$ cat src/rtl/shift_pkg.sv
// Shared definitions for the multi-cycle shift sequencer.
// Holds the state encoding, direction codes and default widths.
package shift_pkg;

    localparam int unsigned WIDTH = 16;
    localparam int unsigned AMT_W = 4;

    localparam logic DIR_LEFT  = 1'b0;
    localparam logic DIR_RIGHT = 1'b1;

    typedef enum logic [1:0] {
        ST_IDLE  = 2'd0,
        ST_SHIFT = 2'd1,
        ST_DONE  = 2'd2
    } state_t;

endpackage

$ cat src/rtl/shift_sequencer_shifter.sv
// Existing 16-bit single-position combinational shifter.
// Zero-fills the vacated bit in both directions; sign fill is applied by the caller.
module shifter
    import shift_pkg::*;
(
    input  logic [WIDTH-1:0] data,
    input  logic             dir,
    output logic [WIDTH-1:0] shifted
);

    always_comb begin
        shifted = '0;
        if (dir == DIR_LEFT) begin
            shifted = {data[WIDTH-2:0], 1'b0};
        end else begin
            shifted = {1'b0, data[WIDTH-1:1]};
        end
    end

endmodule

$ cat src/rtl/shift_sequencer.sv
// Multi-cycle shift controller: steps the 1-bit shifter once per clock until the
// requested amount is reached, then returns the result over a valid/ready handshake.
module shift_sequencer #(
    parameter int unsigned WIDTH = shift_pkg::WIDTH,
    parameter int unsigned AMT_W = shift_pkg::AMT_W
) (
    input  logic             clk,
    input  logic             rst_n,
    input  logic             start_valid,
    output logic             start_ready,
    input  logic [WIDTH-1:0] operand,
    input  logic [AMT_W-1:0] amount,
    input  logic             dir,
    input  logic             arith,
    input  logic             abort,
    output logic [WIDTH-1:0] result,
    output logic             result_valid,
    input  logic             result_ready,
    output logic             bits_lost,
    output logic             busy
);

    import shift_pkg::*;

    state_t           state;
    logic [WIDTH-1:0] work;
    logic [AMT_W-1:0] count;
    logic             dir_q;
    logic             arith_q;
    logic [WIDTH-1:0] shifted;
    logic [WIDTH-1:0] next_work;
    logic             lost_bit;

    shifter u_shifter (
        .data    (work),
        .dir     (dir_q),
        .shifted (shifted)
    );

    // Arithmetic right shifts keep the sign bit in place instead of zero-filling it.
    always_comb begin
        next_work = shifted;
        if (dir_q == DIR_RIGHT && arith_q) begin
            next_work[WIDTH-1] = work[WIDTH-1];
        end
        lost_bit = (dir_q == DIR_LEFT) ? work[WIDTH-1] : work[0];
    end

    always_ff @(posedge clk or negedge rst_n) begin
        if (!rst_n) begin
            state        <= ST_IDLE;
            work         <= '0;
            count        <= '0;
            dir_q        <= DIR_LEFT;
            arith_q      <= 1'b0;
            result       <= '0;
            result_valid <= 1'b0;
            bits_lost    <= 1'b0;
            busy         <= 1'b0;
            start_ready  <= 1'b1;
        end else begin
            case (state)
                ST_IDLE: begin
                    if (start_valid) begin
                        work        <= operand;
                        dir_q       <= dir;
                        arith_q     <= arith;
                        count       <= amount;
                        bits_lost   <= 1'b0;
                        busy        <= 1'b1;
                        start_ready <= 1'b0;
                        if (amount == '0) begin
                            state        <= ST_DONE;
                            result       <= operand;
                            result_valid <= 1'b1;
                        end else begin
                            state <= ST_SHIFT;
                        end
                    end
                end
                ST_SHIFT: begin
                    // Abort wins over completion; the previous result stays visible.
                    if (abort) begin
                        state       <= ST_IDLE;
                        bits_lost   <= 1'b0;
                        busy        <= 1'b0;
                        start_ready <= 1'b1;
                    end else begin
                        work      <= next_work;
                        bits_lost <= bits_lost | lost_bit;
                        count     <= count - AMT_W'(1);
                        if (count == AMT_W'(1)) begin
                            state        <= ST_DONE;
                            result       <= next_work;
                            result_valid <= 1'b1;
                        end
                    end
                end
                ST_DONE: begin
                    if (result_ready) begin
                        state        <= ST_IDLE;
                        result_valid <= 1'b0;
                        busy         <= 1'b0;
                        start_ready  <= 1'b1;
                    end
                end
                default: begin
                    state        <= ST_IDLE;
                    result_valid <= 1'b0;
                    busy         <= 1'b0;
                    start_ready  <= 1'b1;
                end
            endcase
        end
    end

endmodule

$ cat config.mk
export PLATFORM = sky130hd
export DESIGN_NAME = shift_sequencer
export DESIGN_NICKNAME = d
export VERILOG_FILES = /design/src/rtl/shift_pkg.sv /design/src/rtl/shift_sequencer_shifter.sv /design/src/rtl/shift_sequencer.sv
export SDC_FILE = /design/constraint.sdc
export NUM_CORES = 1
export LEC_CHECK = 0
export BUFFER_PORTS_ARGS = -buffer_cell sky130_fd_sc_hd__buf_2
export CAP_MARGIN = 20
export CORE_ASPECT_RATIO = 1.4
export CORE_MARGIN = 4
export CORE_UTILIZATION = 55
export DETAILED_ROUTE_END_ITERATION = 16
export GPL_TIMING_DRIVEN = 0
export PLACE_DENSITY = 0.8
export SLEW_MARGIN = 30
export SYNTH_ARGS = -nofsm -noshare
export SYNTH_HDL_FRONTEND = slang
export SYNTH_SLANG_ARGS = --single-unit
$ cat constraint.sdc
create_clock -name clk -period 2.7 [get_ports clk]
set_input_delay 0.54 -clock clk [delete_from_list [all_inputs] [get_ports clk]]
set_output_delay 0.54 -clock clk [all_outputs]
set_load 0.01 [all_outputs]
==> impl_results.md, run 1 <==
* Status: finished, final reports clean
* Die width at 63.0 µm
* Power per standard cell area at 1130 mW/mm²
* Crit path time final at 1.60 ns
* DRC viols at 0
* Pre-CTS setup slack at 0.995 ns
* Initial DRC Count at 66
* Final core utilization at 0.671
* ANT nets after route at 0
* EDFF count, synth at 0
* Filler cell count at 336
* Slew @ Worst Pin at 0.555 ns
* Max incr delay on CP at 0.38 ns
* XOR/XNOR Fraction of Synth Area at 0
* Slew headroom at 0.630
* Row Count at 27
* R2r setup slk at 1.10 ns
* # nets final at between 300 and 400
* Async S/R FF share, synth at 1.00
* Total GRT Usage at 0.204
* Post-synthesis simple-gate area fraction at 0.158
* CTS tree: built
* Critical path fanouts, max at 10
* Crit end category: register
* R2R Path Start: count[1]
* DR vias/cell at 5.63
* Initial Utilization at 0.580
* Slew Limit Fails at 0
* Final wirelength at 5.13 mm
* Setup_tns at 0 ns
* Synth Register Bits at 44
* Fin crit share at 0.592
* Post-CTS sizing at 0
* F_max at 625 MHz
* DIE AREA at between 0.005 and 0.006 mm²
* First-pass GRT wire length at 8.71 mm
* Worst min path class: input pin to asynchronous set/reset pin
* Static Leakage at 1.31 nW
* Core area at 0.00402 mm²
* Number of global-route vias before repair at 1,874
* TritonCTS Sinks at 44
* Kind of critical path: register to register
* Register Area at 0.00110 mm²
* Cell chain of the critical path: inv_1 -> ha_1 -> nor3b_2 -> a32oi_4 -> buf_4 -> nand2_1 -> o21ai_2
* Synth Area per Inst at approximately 10 µm²
* Fin Clk Skew at 0.00796 ns
* Reg-to-reg endpoint: result[15]
* Ant diodes at 0
* Max Cap Viol at 0
* # port buffers at 46
* Most frequent cells in the layout: 49 x buf_2, 43 x dfrtp_1, 34 x nand2_1
* Cells after Synth at between 200 and 250
* Setup violations, final at 0
* Pre-antenna DRT Iters at 4
* Post-Synth Adder-Cell Area at 0.0107
* Htree depth at 2
* Slack of the critical path at approximately 1.1 ns
* Final Wtd Congestion at 0.803
* Post-synthesis mux area share at 0.0827
* Cell variety after synth at 36
* Primary FF master, synth: dfrtp_1
* Crit-path slowest cell: dfrtp_1
* Clock-pin transition on the worst setup and hold timing paths at 0.08 ns
* Num ports at 47
* Mapped Area at 0.00233 mm²
* Data required time of the worst path at ~2.9 ns
* Initial antenna violation count at 0
* Startpoint type of the worst setup path: register
* Share of cells above drive strength 1 at 0.359
* Average wire per standard cell at 15.7 µm
* Via count at approximately 1,800
* Syn nets at about 260
* Largest net degree at the start of global routing at 45
* Main combinational cell family by area after synthesis: compound AO/OA/AOI/OAI gates
* Area growth syn-to-layout at 15.7%
* Clk root buf: clkbuf_8
* Post-CTS Setup Bufs at 0
* Yosys warns at 0
* Worst skew pair latency at 0.30 ns
* R2R depth at 7
* Multi-input gate area at 0.00109 mm²
* Synth Area in Compound Gates at 0.217
* CTS Hold Bufs at 0
* Most common cell after layout, fill and taps aside: buf_2
* Data arrival, critical path at around 1.8 ns
* Register area share after synthesis at 0.473
* Die H at approximately 85 µm
* GRT overflow at 0
* RSZ-0062 raised after global routing: false
* Worst IR drop on VDD at a little under 0.6 mV
* Hold Fails Final Rpt at 0
* CTS Buffer Depth at 2
* Final HPWL from detailed placement at 3.71 mm
* Num CTS Buffers at 5
[worst max-delay path by stage]
stage	from	end	slack (ns)	cells past startpoint
after detailed placement	abort	work[5]	0.99	5
final	count[1]	result[15]	1.10	7
after global routing	count[1]	result[6]	1.02	7
after CTS	count[1]	result[15]	1.10	7
after floorplan	count[1]	result[15]	1.29	7
after global placement	abort	work[5]	1.03	5
[layout make-up]
type                       count  area share
tap                           43      0.0199
multi-input combinational    167       0.405
sequential                    44       0.409
timing repair buffer          46      0.0863
inverter                       4     0.00557
clock buffer                   8      0.0297
buffer                        15      0.0450
[logic make-up (layout without fill, tap and decap cells)]
family	Yosys count	after routing
buffers and inverters	19	73
AOI/OAI and AO/OA	69	69
DFF	44	44
adders and majority gates	2	2
muxes	19	19
and+or+nand+nor	77	77
[registers in the layout (all words and copies together) (netlist names)]
register	cells
result	16
work	16
count	4
state	2
arith_q	1
bits_lost	1
busy	1
dir_q	1
result_valid	1
start_ready	1
[critical path, delay by kind of cell, from the launching register on]
kind	cells	cell delay (ns)
AOI/OAI and AO/OA	2	0.26
adders and majority gates	1	0.14
buffers and inverters	2	0.31
DFF	1	0.38
and+or+nand+nor	2	0.39
[synthesized netlist by cell type (all sizes together), types with 2 or more instances]
cell type  count  area [µm²]
dfrtp         43        1080
o21ai         41         262
nand2         34         128
nor2          24        90.1
a21oi         20         153
mux2i         17         170
buf           13         114
nand2b         5        33.8
inv            4        15.0
nor3b          3        32.5
and2           2        12.5
clkbuf         2        7.51
ha             2        25.0
mux2           2        22.5
nand3          2        10.0
o22a           2        17.5
o32a           2        20.0
[power by group]
part,leakage [nW],internal [W],switching (W)
Combinational,0.718,0.000634,0.000827
Clock,0.0395,0.000184,0.000222
Sequential,0.548,0.000954,0.000215
Total,1.31,0.00177,0.00126
[per-stage QoR]
stage                     area [µm²]  power, W  hold WS, ns  std cells
after CTS                       2700   0.00305        0.253        327
after global placement          2620   0.00259        0.458        319
final                           2700   0.00304        0.222        327
after detailed placement        2620   0.00265        0.461        319
after global routing            2700   0.00327        0.270        327
after floorplan                 2330   0.00223        0.244        230
[layer usage]
| metal | up-vias | routed length [µm] | global-route usage |
|---|---|---|---|
| met4 | 0 | 101 | 0.0743 |
| met1 | 882 | 2220 | 0.243 |
| met2 | 47 | 2590 | 0.357 |
| met5 | - | 0 | 0 |
| li1 | 903 | - | - |
| met3 | 10 | 211 | 0.0464 |
Note: power is estimated with default switching activity, not from simulation.
==> run 2: changes to the inputs <==
--- a/config.mk
+++ b/config.mk
@@ -9,10 +9,10 @@
 export CAP_MARGIN = 20
 export CORE_ASPECT_RATIO = 1.4
 export CORE_MARGIN = 4
-export CORE_UTILIZATION = 55
+export CORE_UTILIZATION = 54
 export DETAILED_ROUTE_END_ITERATION = 16
 export GPL_TIMING_DRIVEN = 0
-export PLACE_DENSITY = 0.8
+export PLACE_DENSITY = 0.79
 export SLEW_MARGIN = 30
 export SYNTH_ARGS = -nofsm -noshare
 export SYNTH_HDL_FRONTEND = slang
==> constraint.sdc (replaced) <==
create_clock -name clk -period 1.5 [get_ports clk]
set_input_delay 0.3 -clock clk [delete_from_list [all_inputs] [get_ports clk]]
set_output_delay 0.3 -clock clk [all_outputs]
set_load 0.01 [all_outputs]
==> impl_results.md, run 2 (synthesis gave the netlist of run 1 again) <==
* Core area at around 0.0042 mm²
* Static Leakage at 1.33 nW
* Clock share of power at 0.140
* Initial Utilization at 0.554
* Internal Power at 0.00328 W
* Max Cap Viol at 0
* Largest net degree at the start of global routing at 45
* Initial antenna violation count at 0
* Die H at 85.7 µm
* DIE AREA at 0.00545 mm²
* Area growth syn-to-layout at 17.9%
* Setup_tns at 0 ns
* Pre-antenna DRT Iters at 4
* Kind of critical path: register to register
* Data arrival, critical path at 1.71 ns
* DR vias/cell at 5.53
* Setup violations, final at 0
* Final Wtd Congestion at 0.810
* ANT nets after route at 0
* Clock-pin transition on the worst setup and hold timing paths at about 0.08 ns
* Failing checks: hold timing
* Placed cells at approximately 320
* Crit path time final at 1.48 ns
* Gr busiest metal: met2
* # nets final at 314
* Crit end category: register
* Worst IR drop on VDD at 1.03 mV
* Max incr delay on CP at 0.42 ns
* Worst skew pair latency at 0.30 ns
* First-pass GRT wire length at 8.38 mm
* TritonCTS Sinks at 44
* Power per standard cell area at 2010 mW/mm²
* Final wirelength at 4.94 mm
* Combinational group share of total power at 0.481
* Slack of the critical path at 0.0245 ns
* Most common cell after layout, fill and taps aside: buf_2
* Num CTS Buffers at 5
* Status: finished with violations
* # port buffers at 46
* Final Instance Count excl. Fillers at 331
* GR Util met1 at 0.228
* Flop pwr share at 0.380
* Final core utilization at 0.654
* Min Hold Slack at -0.0198 ns
* Met3 usage in global routing at 0.0380
* Crit-path slowest cell: dfrtp_1
* Via count at 1,831
* Slew @ Worst Pin at approximately 0.56 ns
* Fin Clk Skew at 0.0121 ns
* Total GRT Usage at 0.196
* Clk root buf: clkbuf_8
* Met2 usage at 0.357
* Ant diodes at 0
* Psw at ~0.0023 W
* Htree depth at 2
* CTS Buffer Depth at 2
* Biggest regs: result x16, work x16, count x4
* Worst min path class: input pin to asynchronous set/reset pin
* DRC viols at 0
* Critical path fanouts, max at 10
* Slew headroom at 0.626
* Final HPWL from detailed placement at 3.60 mm
* GRT overflow at 0
* Number of global-route vias before repair at 1,851
* Row Count at 28
* F_max at 678 MHz
* Cell chain of the critical path: ha_2 -> nor3b_4 -> a32oi_4 -> buf_6 -> nand2_1 -> o21ai_2
* Switching share of power at 0.408
* Slew Limit Fails at 0
* Fin crit share at 0.984
* Share of cells above drive strength 1 at 0.385
* Most frequent cells in the layout: 49 x buf_2, 43 x dfrtp_1, 33 x nand2_1
* Startpoint type of the worst setup path: register
* Average wire per standard cell at 14.9 µm
* CTS tree: built
* RSZ-0062 raised after global routing: true
* Die width at 63.5 µm
* Data required time of the worst path at 1.73 ns
* Num ports at 47
* R2r setup slk at 0.02 ns
* Hold Fails Final Rpt at 13
* Pre-CTS setup slack at -0.0655 ns
* Initial DRC Count at 57
==> run 2: worst paths after layout <==
| kind | startpoint | end | depth (start not counted) |
|---|---|---|---|
| worst max register to register | count[0] | result[1] | 6 |
| max in group asynchronous | rst_n | dir_q | 1 |
| worst max-delay path | count[0] | result[1] | 6 |
| worst min-delay path | rst_n | result[9] | 1 |
| min in group clk | arith | arith_q | 2 |
| worst min register to register | result[9] | result[9] | 2 |
==> run 2: timing repair <==
action	CTS	global route
gates resized for setup	5	3
hold buffers	0	0
endpoints found under the setup margin	15	18
pin swaps	1	0
buffers inserted	1	1
==> run 2: worst max-delay path: cells and delay by family (launching register included) <==
| family | cells | cell delay (ns) |
|---|---|---|
| flops | 1 | 0.42 |
| compound gates | 2 | 0.34 |
| simple gates | 2 | 0.23 |
| buf+inv | 1 | 0.22 |
| fa+ha+maj | 1 | 0.20 |
==> run 2: power groups by stage <==
stage | clock network, W | logic, W | registers, W
5_1_grt | 0.000856 | 0.00295 | 0.00217
2_1_floorplan | 0 | 0.00187 | 0.00214
3_5_place_dp | 0 | 0.00264 | 0.00211
3_3_place_gp | 0 | 0.00259 | 0.00209
6_report | 0.000774 | 0.00266 | 0.00210
4_1_cts | 0.000802 | 0.00267 | 0.00210
==> run 2: routing by layer <==
metal  share of wire  vias up  wire, µm
li1                -      908         -
met1            0.42      876      2070
met2            0.52       40      2590
met3           0.041        7       204
met4           0.015        0        74
met5               0        -         0
==> run 2: metrics by stage <==
stage                     instance area (µm²)  hold WS (ns)  power (W)
after floorplan                          2330       0.00441    0.00402
after global placement                   2620         0.457    0.00468
after detailed placement                 2620         0.336    0.00475
after CTS                                2740       0.00870    0.00557
after global routing                     2750        0.0295    0.00598
final                                    2750       -0.0198    0.00553
==> run 2: area by class of cell <==
cell class | instances | area (µm²)
fill | 368 | 1460
clock inverter | 1 | 7.51
sequential | 44 | 1100
timing repair buffer | 48 | 248
tap | 45 | 56.3
clock buffer | 7 | 86.3
buffer | 15 | 130
inverter | 4 | 15.0
multi-input combinational | 167 | 1100
==> run 3: changes to the inputs <==
--- a/config.mk
+++ b/config.mk
@@ -5,14 +5,14 @@
 export SDC_FILE = /design/constraint.sdc
 export NUM_CORES = 1
 export LEC_CHECK = 0
-export BUFFER_PORTS_ARGS = -buffer_cell sky130_fd_sc_hd__buf_2
 export CAP_MARGIN = 20
 export CORE_ASPECT_RATIO = 1.4
 export CORE_MARGIN = 4
-export CORE_UTILIZATION = 54
+export CORE_UTILIZATION = 55
 export DETAILED_ROUTE_END_ITERATION = 16
+export DONT_BUFFER_PORTS = 1
 export GPL_TIMING_DRIVEN = 0
-export PLACE_DENSITY = 0.79
+export PLACE_DENSITY = 0.7
 export SLEW_MARGIN = 30
 export SYNTH_ARGS = -nofsm -noshare
 export SYNTH_HDL_FRONTEND = slang
==> constraint.sdc (replaced) <==
create_clock -name clk -period 1.82 [get_ports clk]
set_input_delay 0.364 -clock clk [delete_from_list [all_inputs] [get_ports clk]]
set_output_delay 0.364 -clock clk [all_outputs]
set_load 0.01 [all_outputs]
==> impl_results.md, run 3 (synthesis gave the netlist of run 1 again) <==
* Status: finished, final reports clean
* Startpoint type of the worst setup path: register
* Largest net degree at the start of global routing at 45
* Total GRT Usage at 0.208
* Data arrival, critical path at about 1.8 ns
* Share of cells above drive strength 1 at 0.250
* Die width at 63.0 µm
* Average wire per standard cell at 18.0 µm
* Hold Fails Final Rpt at 0
* Row Count at 27
* Slew Limit Fails at 0
* Fin crit share at 0.887
* Worst skew pair latency at roughly 0.30 ns
* RSZ-0062 raised after global routing: false
* CTS tree: built
* First-pass GRT wire length at 8.64 mm
* Core area at 0.00402 mm²
* Num ports at 47
* Worst min path class: input pin to register
* Initial Utilization at 0.580
* CTS Buffer Depth at 2
* Static Leakage at around 1.1 nW
* Num CTS Buffers at 5
* Setup violations, final at 0
* Max incr delay on CP at 0.38 ns
* Crit end category: register
* Cell chain of the critical path: inv_1 -> ha_1 -> nor3b_2 -> a32oi_4 -> buf_4 -> nand2_1 -> o21ai_2
* Most frequent cells in the layout: 43 x dfrtp_1, 34 x nand2_1, 24 x nor2_1
* Multi-input gate area at about 0.0011 mm²
* Worst setup endpoint: result[5]
* # port buffers at 0
* Clock-pin transition on the worst setup and hold timing paths at 0.08 ns
* Number of global-route vias before repair at 1,796
* Die H at 85.0 µm
* Data required time of the worst path at 2.02 ns
* ANT nets after route at 0
* Slew headroom at 0.677
* Pre-antenna DRT Iters at 4
* F_max at 620 MHz
* Power per standard cell area at 1740 mW/mm²
* Biggest regs: result x16, work x16, count x4
* R2r setup slk at 0.21 ns
* Most common cell after layout, fill and taps aside: dfrtp_1
* Clk root buf: clkbuf_8
* Setup_tns at 0 ns
* Htree depth at 2
* Initial DRC Count at 110
* Met2 usage at 0.367
* Final wirelength at 5.08 mm
* DRC viols at 0
* Worst IR drop on VDD at a little under 0.9 mV
* # nets final at approximately 270
* R2R depth at 7
* Via count at 1,685
* Area growth syn-to-layout at 7.57%
* GRT overflow at 0
* Crit path time final at 1.61 ns
* Reg-to-reg endpoint: result[5]
* TritonCTS Sinks at 44
* Placed cells at 273
* GR Util met1 at 0.234
* Crit-path slowest cell: dfrtp_1
* Final HPWL from detailed placement at 3.73 mm
* DIE AREA at 0.00536 mm²
* Setup crit start: count[1]
* Fin Clk Skew at approximately 0.0052 ns
* Met3 usage in global routing at 0.0556
* Max Cap Viol at 0
* Slack of the critical path at 0.206 ns
* Kind of critical path: register to register
* Initial antenna violation count at 0
* Ant diodes at 0
* Pre-CTS setup slack at 0.215 ns
* Slew @ Worst Pin at ~0.48 ns
* Register Area at 0.00110 mm²
* Gr busiest metal: met2
* Filler cell count at 345
* R2R Path Start: count[1]
* DR vias/cell at 5.95
* Final Instance Count excl. Fillers at between 200 and 300
* Final Wtd Congestion at 0.783
* Post-CTS Setup Bufs at 0
* Min Hold Slack at a little under 0.2 ns
* Critical path fanouts, max at 10
## run 3: metrics by stage
step                utilization  area (µm²)  power, W
finish                    0.624        2510   0.00436
global route              0.624        2510   0.00471
CTS                       0.624        2510   0.00440
detailed placement        0.593        2380   0.00374
global placement          0.593        2380   0.00365
floorplan                     -        2330   0.00331
## run 3: critical path, delay by kind of cell, from the launching register on
kind	cells	cell delay, ns
buf+inv	2	0.32
simple gates	2	0.40
flops	1	0.38
fa+ha+maj	1	0.14
compound gates	2	0.26
## run 3: worst min-delay path by stage
stage,cells past startpoint,start,endpoint,slack (ns)
final,2,amount[0],count[0],0.19
after global routing,2,amount[0],count[0],0.20
after CTS,2,amount[0],count[0],0.20
after detailed placement,0,rst_n,busy,0.07
after global placement,0,rst_n,busy,0.07
after floorplan,0,rst_n,arith_q,0.07
## run 3: metal layers
metal / up-vias / share of wire
li1: 811 / -
met1: 825 / 0.39
met2: 40 / 0.54
met3: 9 / 0.046
met4: 0 / 0.019
met5: - / 0
## run 3: repair_timing
action                                  in CTS  in global routing
gates resized for setup                      0                  0
endpoints found under the setup margin       0                  0
hold buffers                                 2                  0
endpoints found under the hold margin       44                  0
## run 3: final cells by class
| type | count | share of cell area |
|---|---|---|
| flip-flops and latches | 44 | 0.440 |
| multi-input cells | 167 | 0.436 |
| plain buffers | 15 | 0.0484 |
| clock buffers | 6 | 0.0329 |
| well taps | 43 | 0.0215 |
| repair buffers | 2 | 0.0120 |
| inverters | 4 | 0.00599 |
| clock inverters | 2 | 0.00399 |
## run 3: power breakdown
group	switching (W)	internal, W	total (W)
Clock	0.000327	0.000303	0.000630
Combinational	0.00107	0.000804	0.00187
Sequential	0.000443	0.00142	0.00186
Total	0.00184	0.00252	0.00436
